[config.mk]
export PLATFORM = sky130hd
export DESIGN_NAME = vga_frame_capture_flat
export DESIGN_NICKNAME = d
export VERILOG_FILES = /design/src/rtl/vga_pkg.sv /design/src/rtl/vga_frame_capture_if.sv /design/src/rtl/vga_sync_edge.sv /design/src/rtl/vga_frame_capture.sv /design/src/flat_wrapper.sv
export SDC_FILE = /design/constraint.sdc
export NUM_CORES = 1
export LEC_CHECK = 0
export ABC_AREA = 1
export CAP_MARGIN = 20
export CORE_MARGIN = 10
export CORE_UTILIZATION = 50
export CTS_CLUSTER_DIAMETER = 80
export DETAILED_ROUTE_END_ITERATION = 16
export GPL_TIMING_DRIVEN = 0
export PLACE_DENSITY = 0.77
export SLEW_MARGIN = 20
export SYNTH_ARGS = -nofsm -noshare
export SYNTH_HDL_FRONTEND = slang
export SYNTH_HIERARCHICAL = 1
export SYNTH_SLANG_ARGS = --single-unit
[constraint.sdc]
create_clock -name clk -period 2.8 [get_ports clk]
set_input_delay 0.42 -clock clk [delete_from_list [all_inputs] [get_ports clk]]
set_output_delay 0.42 -clock clk [all_outputs]
set_load 0.02 [all_outputs]
[src/rtl/vga_pkg.sv]
// Shared constants for the VGA frame-capture block: image size defaults,
// standard 640x480 timing (800x525 totals) and capture FSM state encodings.
package vga_pkg;

  localparam int IMG_W_DEF = 640;
  localparam int IMG_H_DEF = 480;

  localparam int H_ACTIVE = 640;
  localparam int H_FRONT  = 16;
  localparam int H_SYNC   = 96;
  localparam int H_BACK   = 48;
  localparam int H_TOTAL  = H_ACTIVE + H_FRONT + H_SYNC + H_BACK;

  localparam int V_ACTIVE = 480;
  localparam int V_FRONT  = 10;
  localparam int V_SYNC   = 2;
  localparam int V_BACK   = 33;
  localparam int V_TOTAL  = V_ACTIVE + V_FRONT + V_SYNC + V_BACK;

  localparam logic [2:0] ST_IDLE    = 3'd0;
  localparam logic [2:0] ST_ARM     = 3'd1;
  localparam logic [2:0] ST_VSYNC   = 3'd2;
  localparam logic [2:0] ST_CAPTURE = 3'd3;
  localparam logic [2:0] ST_DONE    = 3'd4;

endpackage

[src/rtl/vga_frame_capture_if.sv]
// Frame-buffer write port driven by the capture block.
interface vga_frame_capture_if #(
  parameter int ADDR_W = 19,
  parameter int PIX_W  = 8
);
  logic              wr_en;
  logic [ADDR_W-1:0] wr_addr;
  logic [PIX_W-1:0]  wr_data;
  logic [9:0]        cur_x;
  logic [8:0]        cur_y;

  modport master (output wr_en, wr_addr, wr_data, cur_x, cur_y);
  modport slave  (input  wr_en, wr_addr, wr_data, cur_x, cur_y);
endinterface

[src/rtl/vga_sync_edge.sv]
// Registers the VGA-side inputs once (s1), keeps the previous sample (s2)
// and produces single-cycle rise/fall pulses for hs, vs and blank_n.
module vga_sync_edge #(
  parameter int PIX_W = 8
) (
  input  logic             clk,
  input  logic             reset,
  input  logic             hs_in,
  input  logic             vs_in,
  input  logic             blank_n_in,
  input  logic [PIX_W-1:0] pix_in,
  output logic             blank_n,
  output logic [PIX_W-1:0] pix,
  output logic             hs_rise,
  output logic             hs_fall,
  output logic             vs_rise,
  output logic             vs_fall,
  output logic             blank_rise,
  output logic             blank_fall
);

  // bit 2 = hs, bit 1 = vs, bit 0 = blank_n
  logic [2:0]       sync_s1_q, sync_s1_d;
  logic [2:0]       sync_s2_q, sync_s2_d;
  logic [PIX_W-1:0] pix_s1_q, pix_s1_d;

  // Next-state of the two-deep sync history and the one-deep pixel stage
  always_comb begin
    sync_s1_d = {hs_in, vs_in, blank_n_in};
    sync_s2_d = sync_s1_q;
    pix_s1_d  = pix_in;
  end

  // Input sample registers, cleared on reset
  always_ff @(posedge clk or posedge reset) begin
    if (reset) begin
      sync_s1_q <= '0;
      sync_s2_q <= '0;
      pix_s1_q  <= '0;
    end else begin
      sync_s1_q <= sync_s1_d;
      sync_s2_q <= sync_s2_d;
      pix_s1_q  <= pix_s1_d;
    end
  end

  // Edge pulses compare the previous sample against the current one
  always_comb begin
    blank_n    = sync_s1_q[0];
    pix        = pix_s1_q;
    hs_rise    = ~sync_s2_q[2] &  sync_s1_q[2];
    hs_fall    =  sync_s2_q[2] & ~sync_s1_q[2];
    vs_rise    = ~sync_s2_q[1] &  sync_s1_q[1];
    vs_fall    =  sync_s2_q[1] & ~sync_s1_q[1];
    blank_rise = ~sync_s2_q[0] &  sync_s1_q[0];
    blank_fall =  sync_s2_q[0] & ~sync_s1_q[0];
  end

endmodule

[src/rtl/vga_frame_capture.sv]
// Grabs one full frame from the VGA output signals on request, rebuilding
// pixel coordinates from vsync and blanking, and writes it to a frame buffer.
module vga_frame_capture
  import vga_pkg::*;
#(
  parameter int IMG_W  = IMG_W_DEF,
  parameter int IMG_H  = IMG_H_DEF,
  parameter int PIX_W  = 8,
  parameter int ADDR_W = 19
) (
  input  logic             clk,
  input  logic             reset,
  input  logic             vga_hs,
  input  logic             vga_vs,
  input  logic             vga_blank_n,
  input  logic [PIX_W-1:0] vga_pix,
  input  logic             capture_req,
  output logic             busy,
  output logic             done,
  output logic             frame_err,
  vga_frame_capture_if.master fb
);

  localparam logic [ADDR_W-1:0] LAST_ADDR = ADDR_W'(IMG_W * IMG_H - 1);
  localparam logic [9:0]        X_END     = 10'(IMG_W);

  logic             blank_n_s1, vs_rise, vs_fall, blank_fall;
  logic [PIX_W-1:0] pix_s1;

  vga_sync_edge #(.PIX_W(PIX_W)) u_sync (
    .clk        (clk),
    .reset      (reset),
    .hs_in      (vga_hs),
    .vs_in      (vga_vs),
    .blank_n_in (vga_blank_n),
    .pix_in     (vga_pix),
    .blank_n    (blank_n_s1),
    .pix        (pix_s1),
    .hs_rise    (),
    .hs_fall    (),
    .vs_rise    (vs_rise),
    .vs_fall    (vs_fall),
    .blank_rise (),
    .blank_fall (blank_fall)
  );

  logic [2:0]        state_q, state_d;
  logic              busy_q, busy_d;
  logic              done_q, done_d;
  logic              err_q, err_d;
  logic [9:0]        x_q, x_d;
  logic [8:0]        y_q, y_d;
  logic [ADDR_W-1:0] addr_q, addr_d;
  logic              wr_en_q, wr_en_d;
  logic [ADDR_W-1:0] wr_addr_q, wr_addr_d;
  logic [PIX_W-1:0]  wr_data_q, wr_data_d;
  logic [9:0]        cur_x_q, cur_x_d;
  logic [8:0]        cur_y_q, cur_y_d;
  logic              writing;

  // Capture FSM plus coordinate/address counters; the last write wins over
  // a coincident vsync so a complete frame never reports an error
  always_comb begin
    state_d   = state_q;
    busy_d    = busy_q;
    done_d    = 1'b0;
    err_d     = err_q;
    x_d       = x_q;
    y_d       = y_q;
    addr_d    = addr_q;
    wr_en_d   = 1'b0;
    wr_addr_d = wr_addr_q;
    wr_data_d = wr_data_q;
    cur_x_d   = cur_x_q;
    cur_y_d   = cur_y_q;
    writing   = 1'b0;
    case (state_q)
      ST_IDLE: begin
        if (capture_req) begin
          state_d = ST_ARM;
          busy_d  = 1'b1;
          err_d   = 1'b0;
          x_d     = '0;
          y_d     = '0;
          addr_d  = '0;
        end
      end
      ST_ARM: begin
        if (vs_fall) state_d = ST_VSYNC;
      end
      ST_VSYNC: begin
        if (vs_rise) state_d = ST_CAPTURE;
      end
      ST_CAPTURE: begin
        if (blank_n_s1 && (x_q < X_END)) begin
          writing   = 1'b1;
          wr_en_d   = 1'b1;
          wr_addr_d = addr_q;
          wr_data_d = pix_s1;
          cur_x_d   = x_q;
          cur_y_d   = y_q;
          x_d       = x_q + 10'd1;
          addr_d    = addr_q + ADDR_W'(1);
        end else if (blank_n_s1) begin
          err_d = 1'b1;
        end
        if (blank_fall && (x_q != 10'd0)) begin
          y_d = y_q + 9'd1;
          x_d = '0;
          if (x_q != X_END) err_d = 1'b1;
        end
        if (writing && (addr_q == LAST_ADDR)) begin
          state_d = ST_DONE;
          busy_d  = 1'b0;
          done_d  = 1'b1;
        end else if (vs_fall) begin
          err_d   = 1'b1;
          state_d = ST_DONE;
          busy_d  = 1'b0;
          done_d  = 1'b1;
        end
      end
      ST_DONE: begin
        state_d = ST_IDLE;
      end
      default: begin
        state_d = ST_IDLE;
        busy_d  = 1'b0;
      end
    endcase
  end

  // State and output registers; reset aborts any capture silently
  always_ff @(posedge clk or posedge reset) begin
    if (reset) begin
      state_q   <= ST_IDLE;
      busy_q    <= 1'b0;
      done_q    <= 1'b0;
      err_q     <= 1'b0;
      x_q       <= '0;
      y_q       <= '0;
      addr_q    <= '0;
      wr_en_q   <= 1'b0;
      wr_addr_q <= '0;
      wr_data_q <= '0;
      cur_x_q   <= '0;
      cur_y_q   <= '0;
    end else begin
      state_q   <= state_d;
      busy_q    <= busy_d;
      done_q    <= done_d;
      err_q     <= err_d;
      x_q       <= x_d;
      y_q       <= y_d;
      addr_q    <= addr_d;
      wr_en_q   <= wr_en_d;
      wr_addr_q <= wr_addr_d;
      wr_data_q <= wr_data_d;
      cur_x_q   <= cur_x_d;
      cur_y_q   <= cur_y_d;
    end
  end

  assign busy       = busy_q;
  assign done       = done_q;
  assign frame_err  = err_q;
  assign fb.wr_en   = wr_en_q;
  assign fb.wr_addr = wr_addr_q;
  assign fb.wr_data = wr_data_q;
  assign fb.cur_x   = cur_x_q;
  assign fb.cur_y   = cur_y_q;

endmodule

[src/flat_wrapper.sv]
// flat-port wrapper written by rule: the top's interface ports become plain ports
module vga_frame_capture_flat import vga_pkg::*;
#(
  parameter int IMG_W  = IMG_W_DEF,
  parameter int IMG_H  = IMG_H_DEF,
  parameter int PIX_W  = 8,
  parameter int ADDR_W = 19
)
  (clk, reset, vga_hs, vga_vs, vga_blank_n, vga_pix, capture_req, busy, done, frame_err, fb_wr_en, fb_wr_addr, fb_wr_data, fb_cur_x, fb_cur_y);
  vga_frame_capture_if #(.ADDR_W(ADDR_W), .PIX_W(PIX_W)) fb_i ();
  input  logic clk;
  input  logic reset;
  input  logic vga_hs;
  input  logic vga_vs;
  input  logic vga_blank_n;
  input  logic [PIX_W-1:0] vga_pix;
  input  logic capture_req;
  output logic busy;
  output logic done;
  output logic frame_err;
  output wire logic [$bits(fb_i.wr_en)-1:0] fb_wr_en;
  output wire logic [$bits(fb_i.wr_addr)-1:0] fb_wr_addr;
  output wire logic [$bits(fb_i.wr_data)-1:0] fb_wr_data;
  output wire logic [$bits(fb_i.cur_x)-1:0] fb_cur_x;
  output wire logic [$bits(fb_i.cur_y)-1:0] fb_cur_y;
  assign fb_wr_en = fb_i.wr_en;
  assign fb_wr_addr = fb_i.wr_addr;
  assign fb_wr_data = fb_i.wr_data;
  assign fb_cur_x = fb_i.cur_x;
  assign fb_cur_y = fb_i.cur_y;
  vga_frame_capture #(.IMG_W(IMG_W), .IMG_H(IMG_H), .PIX_W(PIX_W), .ADDR_W(ADDR_W)) u_core (.clk(clk), .reset(reset), .vga_hs(vga_hs), .vga_vs(vga_vs), .vga_blank_n(vga_blank_n), .vga_pix(vga_pix), .capture_req(capture_req), .busy(busy), .done(done), .frame_err(frame_err), .fb(fb_i));
endmodule
Word-level counts from Yosys, hierarchy flattened

Cells that the tools add are included.

$add $sub $neg: 3
Multiply operators: 0
Div/mod/pow operators: 0
$lt $le $gt $ge: 1
Eq/ne operators: 13
Shift-type cells: 0
Mux-type cells: 34
Bitwise gates (word level): 7
Reduce and logical (&&, ||, !) cells: 14

Operators by type and width:

| cell                                                            | count |
|---|---|
| 19-bit two-way mux                                              | 2 |
| 19-bit case mux with 2 select lines                             | 1 |
| 10-bit two-way mux                                              | 3 |
| 10-bit case mux with 2 select lines                             | 1 |
| 19-bit by 1-bit adder with 19-bit output, second input constant | 1 |
| 19-bit == test, second input constant                           | 1 |
| 9-bit two-way mux                                               | 2 |
| 9-bit case mux with 2 select lines                              | 1 |
| 1-bit two-way mux                                               | 16 |
| 3-bit two-way mux                                               | 5 |
| 3-bit case mux with 4 select lines                              | 1 |
| 3-bit AND reduction                                             | 4 |
| 10-bit by 1-bit adder with 10-bit output, second input constant | 1 |
| 10-bit < comparator, second input constant                      | 1 |
| 10-bit != test, second input constant                           | 1 |
| 10-bit nonzero test                                             | 1 |
| 9-bit by 1-bit adder with 9-bit output, second input constant   | 1 |
| 3-bit by 2-bit == test with 1-bit output, second input constant | 2 |
| 2-bit != test, second input constant                            | 3 |
| 2-bit by 1-bit != test with 1-bit output, second input constant | 2 |
| 1-bit inverter                                                  | 4 |
| 2-bit AND reduction                                             | 2 |
| 4-bit AND reduction                                             | 1 |
| 1-bit bitwise AND                                               | 3 |
| 10 further kinds                                                | 12 |

Register bits after elaboration: 103
Latch bits: 0
RAM bits: 0
Memory bits (read-only): 0
Input port bits: 14
Output and inout bits: 50
Memories: 0

Longest topological paths before layout

Gate-level depths: netlist (run 1).

Word-level depth: 8
Mapped depth: 10
Mapped depth without buffers: 10

Cells and area by module

The synthesis (run 1) kept the hierarchy.

By module, submodules not included:

| module            | times used | cells an instance | area an instance (um^2) |
|---|---|---|---|
| vga_frame_capture | 1          | 554               | 4364.2 |
| vga_sync_edge     | 1          | 27                | 399.1 |

Worst setup path after synthesis (run 1)

No wires, ideal clock.

Kind: register -> register
Start point: register u_core.x_q[0]
End point: register u_core.y_q[0]
Setup time: 0.126 ns
Data arrival time: 1.469 ns
Required time: 2.674 ns
Setup slack: 1.205 ns
Cell stages (with the launch flop): 11
Buffers on the path: 1
Period minus slack after synthesis: 1.595 ns
Path through: dfrtp_1 inv_1 ha_1 nand2_1 nor2_1 nand3_2 nand3_2 nand2_2 buf_2 nand3_1 o21ai_0

Cells in the longest elaborated chain, start to end: 4

RTL lines:

| item                                               | line                     | source |
|---|---|---|
| start: declaration                                 | vga_frame_capture.sv:51  | `logic [9:0] x_q, x_d;` |
| start signal: assignment                           | vga_frame_capture.sv:140 | `x_q <= '0;` |
| start signal: assignment                           | vga_frame_capture.sv:153 | `x_q <= x_d;` |
| 10-bit nonzero test                                | vga_frame_capture.sv:107 | `if (blank_fall && (x_q != 10'd0)) begin` |
| 1-bit logical AND                                  | vga_frame_capture.sv:107 |  |
| 2-bit by 1-bit != test with 1-bit output (no line) | n/a                      |  |
| 3-bit AND reduction (no line)                      | n/a                      |  |
| end signal: assignment                             | vga_frame_capture.sv:154 | `y_q <= y_d;` |
| end: declaration                                   | vga_frame_capture.sv:52  | `logic [8:0] y_q, y_d;` |

Every way passes these cells.
A chain may end at the register's enable or synchronous reset.

Final worst setup path (run 1)

Ends and elaborated chain as after synthesis.

==> out/qor.yml, run 1 <==
yosys:
  yosys_warnings: 6
  synthesis.nets: 591
  synth_area_um2: 4691
  synthCells: 573
  avgSynthCellArea_um2: 8.186
die:
  core_um2: 9196
  die_x_um: 116.9
  die_y_um: 116.9
  placementRows: 35
  dieArea_um2: 13660
  start_util_pct: 51.01
  ioPinCount: 64
pwr:
  power.total_mw: 4.148
  p_switching_mw: 1.595
  vdd_ir_drop_max_v: 0.0004719
  internal_power_mw: 2.553
  p_clk_share_pct: 21.0
  p_leak_nw: 2.605
  pwr-share-seq_pct: 44.4
  switching_share_pct: 38.45
  comb_power_share_pct: 34.6
  power.density_nw_per_um2: 732.7
job:
  maxCapViolations: 0
finish:
  antenna-diode-count: 0
  drive_above_1_share_pct: 6.288
  n_fill_cell: 819
  nets: 665
  stdcell_count: 763
  final_area_um2: 5660
  area_delta_synth_final_pct: 20.67
critical_path:
  worst-endpoint-required_ns: 3.07
  cp_max_fo: 10
  r2r_start: "u_core/x_q[0]$_DFFE_PP0P_"
  start_kind: "flop"
  crit_path_end_kind: "flop"
  cpMaxStageDelayCell: "dfrtp_1"
  reg2reg_slack_ns: 0.91
  crit_path_frequent_cell: "nand3_2"
  crit_end: "u_core/y_q[0]$_DFFE_PP0P_"
  crit_buf_inv: 2
  crit_family: "simple AND/OR/NAND/NOR gates"
  arrival_ns: 2.16
  slowest_delay_ns: 0.39
  cp_num_cells: 10
  worstRegToRegCells: 10
  rr_endpoint: "u_core/y_q[0]$_DFFE_PP0P_"
  path_cells: "inv_1 > ha_1 > nand2_1 > nor2_1 > nand3_2 > nand3_2 > nand2_2 > buf_2 > nand3_1 > o21ai_0"
  worstSetupPathType: "reg2reg"
  cp-startpoint: "u_core/x_q[0]$_DFFE_PP0P_"
detailed_routing:
  initialDrtViolationCount: 296
  vias_per_cell: 5.273
  vias: 4023
  wl_per_cell_um: 14.75
  routed_wirelength_um: 11250
  dr.pass1.iters: 5
  drc: 0
  ant_nets: 0
clock_network:
  hold_buffers: 0
  cts_tree: "yes"
  clock_sinks: 103
  clk-insertion-delay-late_ns: 0.38
  cts_resized: 0
  clk_pin_slew_ns: 0.10
  numCtsBuffers: 9
  post_cts_buffers: 0
  h-tree-depth: 3
  root_buffer: "clkbuf_8"
  cts_buffer_depth: 2
global_route:
  grt_busiest_layer: "met2"
  grt_pass1_wl_um: 19090
  met3_usage_pct: 4.179
  grt.total_usage_pct: 17.45
  overflow: 0
  grt_pass1_vias: 4102
  met2_usage_pct: 28.76
  grt_use_met1_pct: 21.71
  antenna_found_initial: 0
  grt_max_degree: 47
timing:
  holdWs_ns: 0.4193
  slew_violations: 0
  fmax_ghz: 0.5290
  final-setup-viol-count: 0
  tightest_slew_ns: 0.5826
  timing.final.crit_share_pct: 67.51
  rsz0062_at_grt: "false"
  period_needed_ns: 1.890
  fin_skew_ns: 0.01139
  setup-tns-final_ns: 0
  relSlewSlack_pct: 61.16
  hold_viol: 0
place:
  routabilityCongestion: 0.8910
  io_buffers: 62
  placed_cells: 747
  placed_area_um2: 5480
  place_hpwl_um: 8410
min_path:
  hold_path_class: "reg2reg"
status:
  status: "finished clean"
==> stage by stage <==
stage / util [%] / setup slack [ns]
2_1_floorplan: - / 0.01639
3_3_place_gp: 59.27 / -1.395
3_5_place_dp: 59.59 / 0.8097
4_1_cts: 61.55 / 0.9124
5_1_grt: 61.55 / 0.7232
6_report: 61.55 / 0.9097
==> registers in the layout, summed over array words and instances, names as in the netlist, 8 cells and up <==
name               flops
u_core/addr_q         19
u_core/fb.cur_y        9
u_core/fb.cur_x       10
u_core/u_sync/pix      8
u_core/fb.wr_data      8
u_core/y_q             9
u_core/x_q            10
u_core/fb.wr_addr     19
==> power groups by stage <==
stage,combinational [mW],sequential (mW),clock (mW)
2_1_floorplan,0.684,2.02,0
3_3_place_gp,1.40,1.86,0
3_5_place_dp,1.45,1.87,0
4_1_cts,1.45,1.84,0.898
5_1_grt,1.59,1.87,0.960
6_report,1.44,1.84,0.871
==> worst min path at each step <==
stage | start | end | slack (ns) | depth (start not counted)
6_report | u_core/u_sync/sync_s1_q[1]$_DFF_PP0_ | u_core/u_sync/sync_s2_q[1]$_DFF_PP0_ | 0.42 | 0
5_1_grt | u_core/u_sync/sync_s1_q[1]$_DFF_PP0_ | u_core/u_sync/sync_s2_q[1]$_DFF_PP0_ | 0.44 | 0
4_1_cts | u_core/u_sync/sync_s1_q[1]$_DFF_PP0_ | u_core/u_sync/sync_s2_q[1]$_DFF_PP0_ | 0.42 | 0
3_5_place_dp | u_core/u_sync/sync_s1_q[1]$_DFF_PP0_ | u_core/u_sync/sync_s2_q[1]$_DFF_PP0_ | 0.40 | 0
3_3_place_gp | u_core/u_sync/sync_s1_q[1]$_DFF_PP0_ | u_core/u_sync/sync_s2_q[1]$_DFF_PP0_ | 0.39 | 0
2_1_floorplan | reset | u_core/u_sync/pix[0]$_DFF_PP0_ | 0.28 | 1
==> cells in the final DEF, fill, tap and decap left out, drive strengths merged <==
master         count
nand4             16
clkinvlp           1
a21oi             14
ha                 4
nand2            175
clkbuf            15
inv               69
nand3             34
a22oi              1
o21bai             1
o21ai             67
or2                2
xor2               6
nor2              52
nor3              13
dfrtp            103
clkinv             2
nand3b             1
a31oi              1
clkdlybuf4s50     62
buf               13
==> metal layers <==
metal  routed length [um]  part of all wire, %
met1                 4845                   43
met2                 5466                   49
met3                  736                  6.5
met4                  201                  1.8
met5                    0                    0
==> layout make-up <==
cell class / instances / area, um2 / share of cell area, %
clock buffers: 10 / 127.6 / 2.255
inverters: 66 / 250.2 / 4.421
flip-flops and latches: 103 / 2577 / 45.53
multi-input cells: 387 / 1782 / 31.48
repair buffers: 63 / 648.1 / 11.45
well taps: 111 / 138.9 / 2.454
clock inverters: 6 / 52.55 / 0.9284
plain buffers: 17 / 83.83 / 1.481
Note: power is estimated with default switching activity, not from simulation.
==> run 2, diff against run 1 <==
--- a/config.mk
+++ b/config.mk
@@ -12,7 +12,7 @@
 export CTS_CLUSTER_DIAMETER = 80
 export DETAILED_ROUTE_END_ITERATION = 16
 export GPL_TIMING_DRIVEN = 0
-export PLACE_DENSITY = 0.77
+export PLACE_DENSITY = 0.74
 export SLEW_MARGIN = 20
 export SYNTH_ARGS = -nofsm -noshare
 export SYNTH_HDL_FRONTEND = slang
==> constraint.sdc (replaced) <==
create_clock -name clk -period 1.8 [get_ports clk]
set_input_delay 0.27 -clock clk [delete_from_list [all_inputs] [get_ports clk]]
set_output_delay 0.27 -clock clk [all_outputs]
set_load 0.02 [all_outputs]
==> out/qor.yml, run 2 (synthesized netlist as in run 1, its figures left out) <==
status:
  status: "finished clean"
place:
  routabilityCongestion: 0.8864
  io_buffers: 62
  placed_area_um2: 5522
  place_hpwl_um: 8748
  pre_cts_ws_ns: -0.1017
detailed_routing:
  vias: 4112
  routed_wirelength_um: 11720
  initialDrtViolationCount: 280
  drc: 0
  wl_per_cell_um: 15.20
  ant_nets: 0
  dr.pass1.iters: 5
  vias_per_cell: 5.333
timing:
  period_needed_ns: 1.716
  fin_skew_ns: 0.01201
  timing.final.crit_share_pct: 95.35
  setup_slack_ns: 0.08366
  fmax_ghz: 0.5826
  setup-tns-final_ns: 0
  tightest_slew_ns: 0.5339
  relSlewSlack_pct: 64.41
  hold_viol: 0
  slew_violations: 0
  final-setup-viol-count: 0
  rsz0062_at_grt: "true"
  holdWs_ns: 0.2852
critical_path:
  crit_path_end_kind: "flop"
  cp_max_fo: 10
  worstSetupPathType: "reg2reg"
  start_kind: "flop"
  worst-endpoint-required_ns: 2.06
  cpMaxStageDelayCell: "dfrtp_1"
  arrival_ns: 1.98
  slowest_delay_ns: 0.41
  worstRegToRegCells: 10
  crit_path_frequent_cell: "nand3_4"
  path_cells: "inv_2 > ha_1 > nand2_1 > nor2_4 > nand3_4 > nand3_4 > nand2_2 > buf_6 > nand3_1 > o21ai_0"
pwr:
  internal_power_mw: 4.120
  p_switching_mw: 2.574
  comb_power_share_pct: 36.1
  p_clk_share_pct: 20.9
  power.total_mw: 6.694
  pwr-share-seq_pct: 43.0
  p_leak_nw: 2.671
  vdd_ir_drop_max_v: 0.0008914
  power.density_nw_per_um2: 1149
  switching_share_pct: 38.45
die:
  die_y_um: 116.9
  ioPinCount: 64
  start_util_pct: 51.01
  placementRows: 35
  dieArea_um2: 13660
  die_x_um: 116.9
  core_um2: 9196
clock_network:
  cts_buffer_depth: 2
  h-tree-depth: 3
  root_buffer: "clkbuf_8"
  clk-insertion-delay-late_ns: 0.37
  cts_tree: "yes"
  clk_pin_slew_ns: 0.11
  numCtsBuffers: 9
  clock_sinks: 103
finish:
  layout_commonest_cell: "nand2_1"
  area_delta_synth_final_pct: 24.19
  n_fill_cell: 797
  final_area_um2: 5826
  drive_above_1_share_pct: 10.15
  final_cell_mix: "nand2_1, dfrtp_1, clkdlybuf4s50_1, inv_1, nor2_1"
  nets: 673
  antenna-diode-count: 0
global_route:
  grt.total_usage_pct: 17.71
  grt_pass1_vias: 4019
  met3_usage_pct: 4.179
  grt_busiest_layer: "met2"
  antenna_found_initial: 0
  grt_use_met1_pct: 21.52
  grt_max_degree: 29
  overflow: 0
  met2_usage_pct: 30.03
  grt_pass1_wl_um: 19300
min_path:
  hold_path_class: "in2async"
job:
  maxCapViolations: 0
run 2: cell count changes in the layout (fill, tap and decap cells not counted), moves of 3 or more:
| cell | previous run | this run |
|---|---|---|
| clkbuf_2 | 0 | 5 |
| clkbuf_1 | 6 | 2 |
| buf_1 | 3 | 0 |
| dfrtp_1 | 103 | 100 |
| buf_4 | 1 | 8 |
| dfrtp_2 | 0 | 3 |
run 2: through the flow:
step,util (%),std cells
2_1_floorplan,-,573
3_3_place_gp,59.31,746
3_5_place_dp,60.04,749
4_1_cts,62.15,765
5_1_grt,63.35,771
6_report,63.35,771
run 2: cell type report:
type / count / area [um2] / share of cell area, %
plain buffers: 16 / 92.59 / 1.589
clock buffers: 10 / 137.6 / 2.363
clock inverters: 6 / 52.55 / 0.9021
inverters: 66 / 251.5 / 4.317
multi-input cells: 387 / 1831 / 31.42
flip-flops and latches: 103 / 2581 / 44.31
well taps: 111 / 138.9 / 2.384
repair buffers: 72 / 740.7 / 12.71
run 2: final timing paths:
kind,start,endpoint,slack [ns]
setup reg to reg,u_core/x_q[0]$_DFFE_PP0P_,u_core/y_q[1]$_DFFE_PP0P_,0.08
max in group asynchronous,reset,u_core/x_q[3]$_DFFE_PP0P_,0.84
hold / removal,reset,u_core/u_sync/pix[0]$_DFF_PP0_,0.29
setup / recovery,u_core/x_q[0]$_DFFE_PP0P_,u_core/y_q[1]$_DFFE_PP0P_,0.08
min in group clk,vga_pix[0],u_core/u_sync/pix[0]$_DFF_PP0_,0.32
hold reg to reg,u_core/u_sync/sync_s1_q[1]$_DFF_PP0_,u_core/u_sync/sync_s2_q[1]$_DFF_PP0_,0.42
run 2: timing repair:
item                       CTS  global route
setup endpoints to repair   13            59
hold endpoints to repair     0             0
pin swaps                    0             3
gates resized for setup      3            25
hold buffers                 0             0
setup buffers                0             7
run 2: metal layers:
layer	up-vias	routed length [um]
li1	1995	-
met1	1992	4935
met4	0	197
met2	107	5922
met5	-	0
met3	18	661
run 2: power groups by stage:
stage	Combinational [mW]	Clock (mW)	Sequential, mW
4_1_cts	2.29	1.44	2.86
3_5_place_dp	2.28	0	2.90
6_report	2.41	1.40	2.88
3_3_place_gp	2.19	0	2.89
5_1_grt	2.64	1.55	2.93
2_1_floorplan	1.06	0	3.15
run 2: worst max-delay path: cells and delay by family (launching register included):
kind,cells,cell delay (ns)
simple gates,6,0.68
flops,1,0.41
buf+inv,2,0.26
fa+ha+maj,1,0.15
compound gates,1,0.10
